<file path="config.mk">
export PLATFORM = sky130hd
export DESIGN_NAME = wishbone_nslave_interconnect
export DESIGN_NICKNAME = d
export VERILOG_FILES = /design/src/rtl/wishbone_nslave_interconnect.sv
export SDC_FILE = /design/constraint.sdc
export NUM_CORES = 1
export LEC_CHECK = 0
export ABC_CLOCK_PERIOD_IN_PS = 2300
export BUFFER_PORTS_ARGS = -buffer_cell sky130_fd_sc_hd__clkbuf_2
export CORE_AREA = 3 3 139 141
export DETAILED_ROUTE_END_ITERATION = 10
export DIE_AREA = 0 0 142 144
export PLACE_DENSITY = 0.45
export SYNTH_ARGS = -nofsm -noshare
export SYNTH_HDL_FRONTEND = slang
export SYNTH_SLANG_ARGS = --single-unit
</file>
<file path="constraint.sdc">
create_clock -name clk -period 2.3 [get_ports clk]
set_input_delay 0.46 -clock clk [delete_from_list [all_inputs] [get_ports clk]]
set_output_delay 0.46 -clock clk [all_outputs]
set_load 0.1 [all_outputs]
</file>
<file path="src/rtl/wishbone_nslave_interconnect.sv">
// One-master / NUM_SLAVES-slave Wishbone interconnect with latched slave decode and error termination.
// Optional stall timeout on unresponsive slaves is built when WB_IC_TIMEOUT_EN is defined.
//
// state    | meaning
// ---------+------------------------------------------------------------
// IDLE     | no cycle in flight, slave ports quiet, waiting for cyc&stb
// ACTIVE   | mapped slave selected by latched idx, strobes/acks routed
// ERR      | single-cycle error termination to the master
// WAIT_END | error delivered, hold slaves quiet until master drops cyc

module wishbone_nslave_interconnect #(
    parameter int NUM_SLAVES     = 4,
    parameter int SEL_MSB        = 31,
    parameter int SEL_LSB        = 24,
    parameter int TIMEOUT_CYCLES = 16
) (
    input  logic                     clk,
    input  logic                     rst,
    input  logic                     m_we_i,
    input  logic                     m_cyc_i,
    input  logic                     m_stb_i,
    input  logic [31:0]              m_adr_i,
    input  logic [31:0]              m_dat_i,
    output logic [31:0]              m_dat_o,
    output logic                     m_ack_o,
    output logic                     m_err_o,
    output logic                     m_int_o,
    output logic [NUM_SLAVES-1:0]    s_we_o,
    output logic [NUM_SLAVES-1:0]    s_cyc_o,
    output logic [NUM_SLAVES-1:0]    s_stb_o,
    output logic [31:0]              s_adr_o,
    output logic [31:0]              s_dat_o,
    input  logic [32*NUM_SLAVES-1:0] s_dat_i,
    input  logic [NUM_SLAVES-1:0]    s_ack_i,
    input  logic [NUM_SLAVES-1:0]    s_int_i,
    output logic [31:0]              err_adr_o,
    output logic [7:0]               err_cnt_o
);

    localparam int IDX_W = SEL_MSB - SEL_LSB + 1;
    localparam int SLV_W = (NUM_SLAVES > 1) ? $clog2(NUM_SLAVES) : 1;

    typedef enum logic [1:0] {
        IDLE     = 2'd0,
        ACTIVE   = 2'd1,
        ERR      = 2'd2,
        WAIT_END = 2'd3
    } state_t;

    state_t             state_q;
    state_t             state_d;
    logic [IDX_W-1:0]   adr_idx;
    logic [31:0]        adr_idx_ext;
    logic               in_range;
    logic               start;
    logic [SLV_W-1:0]   idx_q;
    logic [31:0]        sel_dat;
    logic               sel_ack;
    logic               timeout_hit;
    logic [31:0]        err_adr_q;
    logic [7:0]         err_cnt_q;

    assign adr_idx     = m_adr_i[SEL_MSB:SEL_LSB];
    assign adr_idx_ext = 32'(adr_idx);
    assign in_range    = adr_idx_ext < 32'(NUM_SLAVES);
    assign start       = m_cyc_i && m_stb_i;

    assign s_adr_o   = {{(32-SEL_LSB){1'b0}}, m_adr_i[SEL_LSB-1:0]};
    assign s_dat_o   = m_dat_i;
    assign m_int_o   = |s_int_i;
    assign err_adr_o = err_adr_q;
    assign err_cnt_o = err_cnt_q;

    // Return path mux through the latched index; unselected slaves never reach the master.
    always_comb begin
        sel_dat = '0;
        sel_ack = 1'b0;
        for (int k = 0; k < NUM_SLAVES; k++) begin
            if (idx_q == SLV_W'(k)) begin
                sel_dat = s_dat_i[32*k +: 32];
                sel_ack = s_ack_i[k];
            end
        end
    end

`ifdef WB_IC_TIMEOUT_EN
    localparam int TMO_W = $clog2(TIMEOUT_CYCLES + 1);

    logic [TMO_W-1:0] tmo_cnt_q;

    assign timeout_hit = (tmo_cnt_q >= TMO_W'(TIMEOUT_CYCLES)) && !sel_ack;

    always_ff @(posedge clk) begin
        if (rst || state_q != ACTIVE) begin
            tmo_cnt_q <= '0;
        end else if (sel_ack) begin
            tmo_cnt_q <= '0;
        end else if (m_stb_i && !timeout_hit) begin
            tmo_cnt_q <= tmo_cnt_q + 1'b1;
        end
    end
`else
    assign timeout_hit = 1'b0;
`endif

    always_ff @(posedge clk) begin
        if (rst) begin
            state_q <= IDLE;
        end else begin
            state_q <= state_d;
        end
    end

    always_comb begin
        state_d = state_q;
        case (state_q)
            IDLE: begin
                if (start) begin
                    state_d = in_range ? ACTIVE : ERR;
                end
            end
            ACTIVE: begin
                if (!m_cyc_i) begin
                    state_d = IDLE;
                end else if (timeout_hit) begin
                    state_d = ERR;
                end
            end
            ERR: begin
                state_d = WAIT_END;
            end
            WAIT_END: begin
                if (!m_cyc_i) begin
                    state_d = IDLE;
                end
            end
            default: begin
                state_d = IDLE;
            end
        endcase
    end

    always_comb begin
        s_cyc_o = '0;
        s_stb_o = '0;
        s_we_o  = '0;
        m_ack_o = 1'b0;
        m_err_o = 1'b0;
        m_dat_o = '0;
        case (state_q)
            ACTIVE: begin
                for (int k = 0; k < NUM_SLAVES; k++) begin
                    if (idx_q == SLV_W'(k) && !timeout_hit) begin
                        s_cyc_o[k] = m_cyc_i;
                        s_stb_o[k] = m_stb_i;
                        s_we_o[k]  = m_we_i;
                    end
                end
                m_ack_o = sel_ack;
                m_dat_o = sel_dat;
            end
            ERR: begin
                m_err_o = 1'b1;
            end
            default: begin
            end
        endcase
    end

    // Index is captured only at cycle start so address changes mid-cycle cannot reroute.
    always_ff @(posedge clk) begin
        if (rst) begin
            idx_q <= '0;
        end else if (state_q == IDLE && start) begin
            idx_q <= adr_idx[SLV_W-1:0];
        end
    end

    always_ff @(posedge clk) begin
        if (rst) begin
            err_adr_q <= '0;
            err_cnt_q <= '0;
        end else if (state_d == ERR && state_q != ERR) begin
            err_adr_q <= m_adr_i;
            if (err_cnt_q != 8'hFF) begin
                err_cnt_q <= err_cnt_q + 8'd1;
            end
        end
    end

endmodule

</file>
-- After elaboration in Yosys (flattened, before gate mapping)
Index checks and enable logic that the tools add are counted.
- bits in registers: 44
- input bits: 205
- output and inout port bits: 151
- logic and storage cells: 53
- add/subtract/negate cells: 1
- order comparisons: 1
- equal/unequal tests: 9
- muxes and demuxes: 30
- reduce and logical (&&, ||, !) cells: 8
- operators by type and width (cell ; count):
    32-bit 2-to-1 mux ; 5
    1-bit 2-to-1 mux ; 18
    4-bit 2-to-1 mux ; 3
    2-bit == test, second input constant ; 5
    8-bit by 1-bit adder with 8-bit output, second input constant ; 1
    8-bit by 3-bit less-than comparator with 1-bit output, second input constant ; 1
    8-bit != test, second input constant ; 1
    2-bit 2-to-1 mux ; 3
    2-bit one-hot mux with 3 select lines ; 1
    2-bit by 1-bit == test with 1-bit output, second input constant ; 2
    2-bit zero test ; 2
    4-bit OR reduction ; 1
    1-bit logical AND ; 3
    2-bit != test, second input constant ; 1
    2-bit AND reduction ; 1
    2-bit OR reduction ; 1

-- Logic depth before layout (Yosys ltp)
Gate-level depths: netlist of run 1.
- word-level depth: 7
- gate-level depth with buffers: 8
- depth with buffers taken out: 5

-- Worst setup path after synthesis of run 1
No wires, ideal clock.
- path kind: register to output
- start point: register state_q[0]
- end point: output port s_we_o[0]
- data arrival time: 2875 ps
- data required time: 1840 ps
- path slack: -1035 ps
- stages on the path, launching flop included: 5
- buffers on the path: 1
- cells stage by stage: dfxtp_1 > nor2b_1 > clkbuf_1 > nand2_1 > nor3_1
- cells in the longest elaborated chain, start to end: 2
- ends and longest elaborated chain (element ; RTL line ; RTL):
    start, declared ; 50 ; state_t state_q;
    start signal, assigned ; 110 ; state_q <= state_d;
    2-bit by 1-bit == test with 1-bit output ; 150 ; case (state_q)
    4-bit 2-to-1 mux ; 150 ;
    end, declared ; 28 ; output logic [NUM_SLAVES-1:0] s_we_o,
No other way between the ends.

-- Worst setup path in the final report of run 1
- start point: register idx_q[0]
- end point: output port m_dat_o[6]
- cells in the longest elaborated chain, start to end: 6
- elaborated cells on any way between the ends: 9
- classes of those cells: eq/ne (3); mux (5); reduce/logical (1)
- ends and longest elaborated chain (element ; RTL line ; RTL):
    start, declared ; 56 ; logic [SLV_W-1:0] idx_q;
    start signal, assigned ; 175 ; idx_q <= adr_idx[SLV_W-1:0];
    2-bit zero test ; 79 ; if (idx_q == SLV_W'(k)) begin
    32-bit 2-to-1 mux (3 in series) ; 79 ;
    32-bit 2-to-1 mux * ; 79 ;
    32-bit 2-to-1 mux * ; 150 ;
    end, declared ; 24 ; output logic [31:0] m_dat_o,
Every way passes the cells marked *; elsewhere a longest branch is shown, timed or not.

==> run metrics, run 1 <==
dpl cells=815; pwr/cell area=543 nW/um2; Seq/Total Area, Yosys=0.268; Compound-Gate Fraction of Synth Area=0.0889; vias in the first global route=3488; IO Port Bufs=283; final RePlAce weighted congestion=0.765; CTS max path bufs=2; Post-Synth XOR/XNOR Area=0; WHS=0.399 ns; clock power share=0.293; antenna violations before repair=0; Worst-Margin Slew=0.578 ns; Via density=4.19; Clock Root Buffer=clkbuf_16; # IOs=356; Final #Nets=800; most frequent cell after synthesis=nand2_1; row count=49; Skew-Pair Late Insertion Delay=0.29 ns; Vias=3456; Critical Path AT=1.77 ns; clk sinks=44; Setup crit start kind=register; area of placed instances=5170 um2; fin util=0.298; Synth Flop Type=dfxtp_1; Worst VDD drop=0.000270 V; Syn Inst Count=371; Post-synth EDFFs=0; CP Cell Sequence=buf_6 > mux4_2 > and2_1 > buf_12; CTS Hold Bufs=0; CTS buffer count=5; Int Pwr=1.72 mW; P_sw=1.20 mW; max incr delay on CP=0.54 ns; Max-cap violations=0; first-pass GRT wire length=20200 um; Tmin final=2.23 ns; Hold Fails Final Rpt=0; multiplexer share of the synthesized area=0.236; final setup violating endpoints=0; YS warnings=0; worst clock skew=0.00498 ns; Commonest cells post-synth=nand2_1 (71), buf_4 (66), dfxtp_1 (44), a21oi_1 (40); clock-pin slew on the worst setup and hold paths=0.07 ns; drt pass-1 iters=4; Fill cells=1908; area grow syn2layout=64.1%; core area=18100 um2; GRT Util Overall=0.126; Initial DRC Count=84; worst slack at placement=0.320 ns; DP HPWL=12300 um; main combinational cell family by area after synthesis=multiplexers; fin cells=824; share of Yosys cell area claimed by the top area cell type=0.268; crit end category=output port; Final Slew Violations=0; Routed wire per std cell=17.2 um; result of the run=finished, final reports clean; Die Span X=142 um; Die ar.=20400 um2; number of H-tree levels=2; post-synth cell types=37; Overflow after GRT=0; # diodes=0; Post-Synth Simple-Gate Area=0.215; max_slew headroom=0.616; static leakage=2.42 nW; top cells by area, synth=dfxtp_1 (27%), mux4_2 (23%), buf_4 (15%), nand2_1 (8.1%), and2_1 (6.3%); Sw Share=0.412; synthesized area=3280 um2; Starting Density=0.181; Pwr Total=2.92 mW; pin count of the biggest net entering global routing=34; dominant cell type by area after synthesis=dfxtp_1; asr flop ratio synth=0; CP required=1.84 ns; syn_area_per_cell=8.84 um2; DIE HEIGHT=144 um; adder-cell share of the synthesized area=0.00381; Final Cycle Share=0.971; FF+latch count, synth=44; final wirelength=14200 um; share of layout cells above drive strength 1=0.595; f_max=0.448 GHz; CTS tree=built; TNS Setup=0 ns; RSZ-0062 raised after global routing=no; Combinational Power Share=0.426; final worst slack=0.0676 ns; Seq pwr share=0.281; Routed Antenna Nets=0; Finished Cell Area=5390 um2; critical path's slowest cell=mux4_2; Hold WC Path Type=primary input to register; CP Max Fanout=9; type of the worst setup path=register to output port; DRC=0
[final timing paths]
path	start	end	slack (ns)	cells past startpoint
worst max-delay path	idx_q[0]$_SDFFE_PP0P_	m_dat_o[6]	0.07	4
worst min-delay path	m_adr_i[4]	err_adr_o[4]$_SDFFE_PP0P_	0.40	3
worst max register to register	state_q[0]$_SDFF_PP0_	err_cnt_o[5]$_SDFFE_PP0P_	0.50	4
worst min register to register	err_adr_o[19]$_SDFFE_PP0P_	err_adr_o[19]$_SDFFE_PP0P_	0.45	2
[power groups by stage]
stage                     clock network, mW  registers, mW  logic (mW)
after floorplan                           0           1.04       0.962
after global placement                    0          0.837        1.25
after detailed placement                  0          0.838        1.25
after CTS                             0.884          0.820        1.26
after global routing                  0.910          0.825        1.31
final                                 0.856          0.820        1.25
[placed cells by master (no fill, tap or decap), types with 2 or more instances in the layout]
cell type	instances
mux2i_1	2
conb_1	8
o31ai_1	3
buf_12	42
dfxtp_1	42
or3_1	2
nand2b_1	2
and2_1	32
nor3_2	3
a21oi_1	40
nor2_1	14
nor4_1	2
clkbuf_16	6
nand2_1	71
mux4_2	33
or4_1	4
buf_4	14
nor2b_1	2
nor2_2	3
clkbuf_2	241
nand3_1	4
[timing repair]
action,CTS,global route
hold endpoints to repair,0,0
gates cloned,0,1
gates resized for setup,1,2
setup endpoints to repair,1,23
buffers inserted,0,0
[worst max-delay path, delay by kind of cell, from the launching register on]
family	cells	cell delay, ns
buffers and inverters	2	0.34
DFF	1	0.39
muxes	1	0.54
and+or+nand+nor	1	0.20
[layout make-up]
class,count,area (um2),area share
Clock buffer,6,139,0.0258
Inverter,1,3.75,0.000697
Sequential cell,44,886,0.164
Multi-Input combinational cell,243,1840,0.342
Timing Repair Buffer,299,2190,0.406
Clock inverter,2,38.8,0.00720
Tap cell,229,287,0.0532
[logic make-up (layout without fill, tap and decap cells)]
| logic type | Yosys count | in the layout |
|---|---|---|
| AO/OA/AOI/OAI | 51 | 51 |
| adder cells (fa/ha/maj) | 1 | 1 |
| multiplexers | 36 | 36 |
| flip-flops | 44 | 44 |
| other | 1 | 8 |
| AND/OR/NAND/NOR | 147 | 147 |
| buffers and inverters | 91 | 308 |
[flip-flops by register name, summed over array words and instances, names as in the netlist]
register / flops
state_q: 2
err_adr_o: 32
idx_q: 2
err_cnt_o: 8
[layer usage]
| metal | wire, um | up-vias | global-route usage |
|---|---|---|---|
| met5 | 0 | - | 0 |
| met4 | 194 | 0 | 0.0247 |
| met3 | 1060 | 9 | 0.0331 |
| met2 | 7660 | 181 | 0.237 |
| met1 | 5300 | 1604 | 0.143 |
| li1 | - | 1662 | - |
Power figures use the tool's default switching activity.
==> run 2, diff against run 1 <==
--- a/config.mk
+++ b/config.mk
@@ -7,10 +7,13 @@
 export LEC_CHECK = 0
 export ABC_CLOCK_PERIOD_IN_PS = 2300
 export BUFFER_PORTS_ARGS = -buffer_cell sky130_fd_sc_hd__clkbuf_2
+export CELL_PAD_IN_SITES_DETAIL_PLACEMENT = 0
+export CELL_PAD_IN_SITES_GLOBAL_PLACEMENT = 1
 export CORE_AREA = 3 3 139 141
 export DETAILED_ROUTE_END_ITERATION = 10
 export DIE_AREA = 0 0 142 144
-export PLACE_DENSITY = 0.45
+export PLACE_DENSITY = 0.65
+export SKIP_CTS_REPAIR_TIMING = 1
 export SYNTH_ARGS = -nofsm -noshare
 export SYNTH_HDL_FRONTEND = slang
 export SYNTH_SLANG_ARGS = --single-unit
==> run 2 against run 1 <==
Clock skew rose by 0.00096 ns; sequential cell count did not move; worst hold slack improved by 0.0014 ns; cell area rose by 3.6%; combinational power rose by 4%; die area did not move; utilization rose by 1.1 points; total power fell by 2.5%; count of clock-buffer cells in the layout did not move; critical path depth rose by 1; critical endpoint is now m_dat_o[26].
==> run metrics, run 2 (synthesis results as in run 1) <==
area of placed instances=5240 um2; RSZ-0062 raised after global routing=yes; CTS tree=built; CP Max Fanout=5; crit end category=output port; Overflow after GRT=0; final RePlAce weighted congestion=0.844; Final Cycle Share=0.985; core area=18100 um2; Via density=4.25; antenna violations before repair=3; IO Port Bufs=283; Routed Antenna Nets=0; Worst VDD drop=0.000270 V; Final Slew Violations=0; Die ar.=20400 um2; worst reg2reg startpoint=state_q[0]$_SDFF_PP0_; Final #Nets=812; Worst-Margin Slew=0.600 ns; CP Cell Sequence=buf_12 > buf_6 > mux4_2 > and2_1 > buf_12; Setup crit start kind=register; DIE HEIGHT=144 um; type of the worst setup path=register to output port; Fill cells=1900; # IOs=356; clk sinks=44; pwr/cell area=511 nW/um2; pin count of the biggest net entering global routing=34; hold path startpoint=m_adr_i[7]; final setup violating endpoints=0; share of layout cells above drive strength 1=0.631; vias in the first global route=3375; result of the run=finished, final reports clean; commonest non-fill, non-tap cell in the layout=clkbuf_2; max incr delay on CP=0.50 ns; Critical Path AT=1.81 ns; TNS Setup=0 ns; Initial DRC Count=112; Starting Density=0.181; Clock Root Buffer=clkbuf_16; DP HPWL=12500 um; row count=49; CP required=1.84 ns; Max-cap violations=0; worst clock skew=0.00594 ns; CTS max path bufs=2; clock-pin slew on the worst setup and hold paths=0.07 ns; most used cell, CP=buf_12; Tmin final=2.27 ns; number of H-tree levels=2; final wirelength=14700 um; DRC=0; Die Span X=142 um; Skew-Pair Late Insertion Delay=0.29 ns; Routed wire per std cell=17.5 um; Finished Cell Area=5580 um2; CTS buffer count=5; max_slew headroom=0.602; Vias=3569; CP bufs+invs=3; critical path's slowest cell=mux4_2; most frequent cells in the layout=clkbuf_2 (240), nand2_1 (71), buf_12 (47); area grow syn2layout=70.1%; Hold Fails Final Rpt=0; Multi-input gate area=1890 um2; drt pass-1 iters=4; max reg flops=32; CP delay by family, top=multiplexers; f_max=0.441 GHz; static leakage=2.52 nW; critical path launch point=idx_q[0]$_SDFFE_PP0P_; register area=886 um2; GRT Util Overall=0.128; first-pass GRT wire length=19900 um; Hold WC Path Type=primary input to register
run 2: per-stage QoR:
step	cells	hold WS, ns	power (mW)	utilization	setup slack [ns]
2_1_floorplan	378	0.486	2.01	-	-0.309
3_3_place_gp	817	0.441	2.10	0.290	0.205
3_5_place_dp	817	0.446	2.10	0.290	0.196
4_1_cts	825	0.392	2.86	0.298	-0.124
5_1_grt	839	0.394	2.98	0.308	-0.0161
6_report	839	0.400	2.85	0.308	0.0342
run 2: metal layers:
metal  global-route usage  routed length [um]
met3               0.0493                1550
met1                0.141                5140
met5                    0                   0
met2                0.223                7710
met4               0.0470                 265
run 2: worst paths after layout:
check / to / slack [ns] / cells past startpoint
worst max-delay path: m_dat_o[26] / 0.03 / 5
worst min register to register: err_adr_o[19]$_SDFFE_PP0P_ / 0.45 / 2
worst min-delay path: err_adr_o[7]$_SDFFE_PP0P_ / 0.40 / 3
worst max register to register: err_cnt_o[5]$_SDFFE_PP0P_ / 0.43 / 5
run 2: cell type report:
class	count	share of cell area
repair buffers	311	0.423
inverters	1	0.000673
clock inverters	2	0.00179
multi-input cells	243	0.338
diodes	3	0.00135
clock buffers	6	0.0249
well taps	229	0.0514
flip-flops and latches	44	0.159
run 2: tightest hold or removal path, cell delays in order:
cell and delay, ns:
clkbuf_2 0.09, nand2_1 0.05, a21oi_1 0.05
run 2: power breakdown:
| group | switching [mW] | internal, mW | leakage, nW |
|---|---|---|---|
| clock network | 0.304 | 0.429 | 0.0766 |
| logic | 0.881 | 0.417 | 2.09 |
| registers | 0.0251 | 0.796 | 0.359 |
| total | 1.21 | 1.64 | 2.52 |
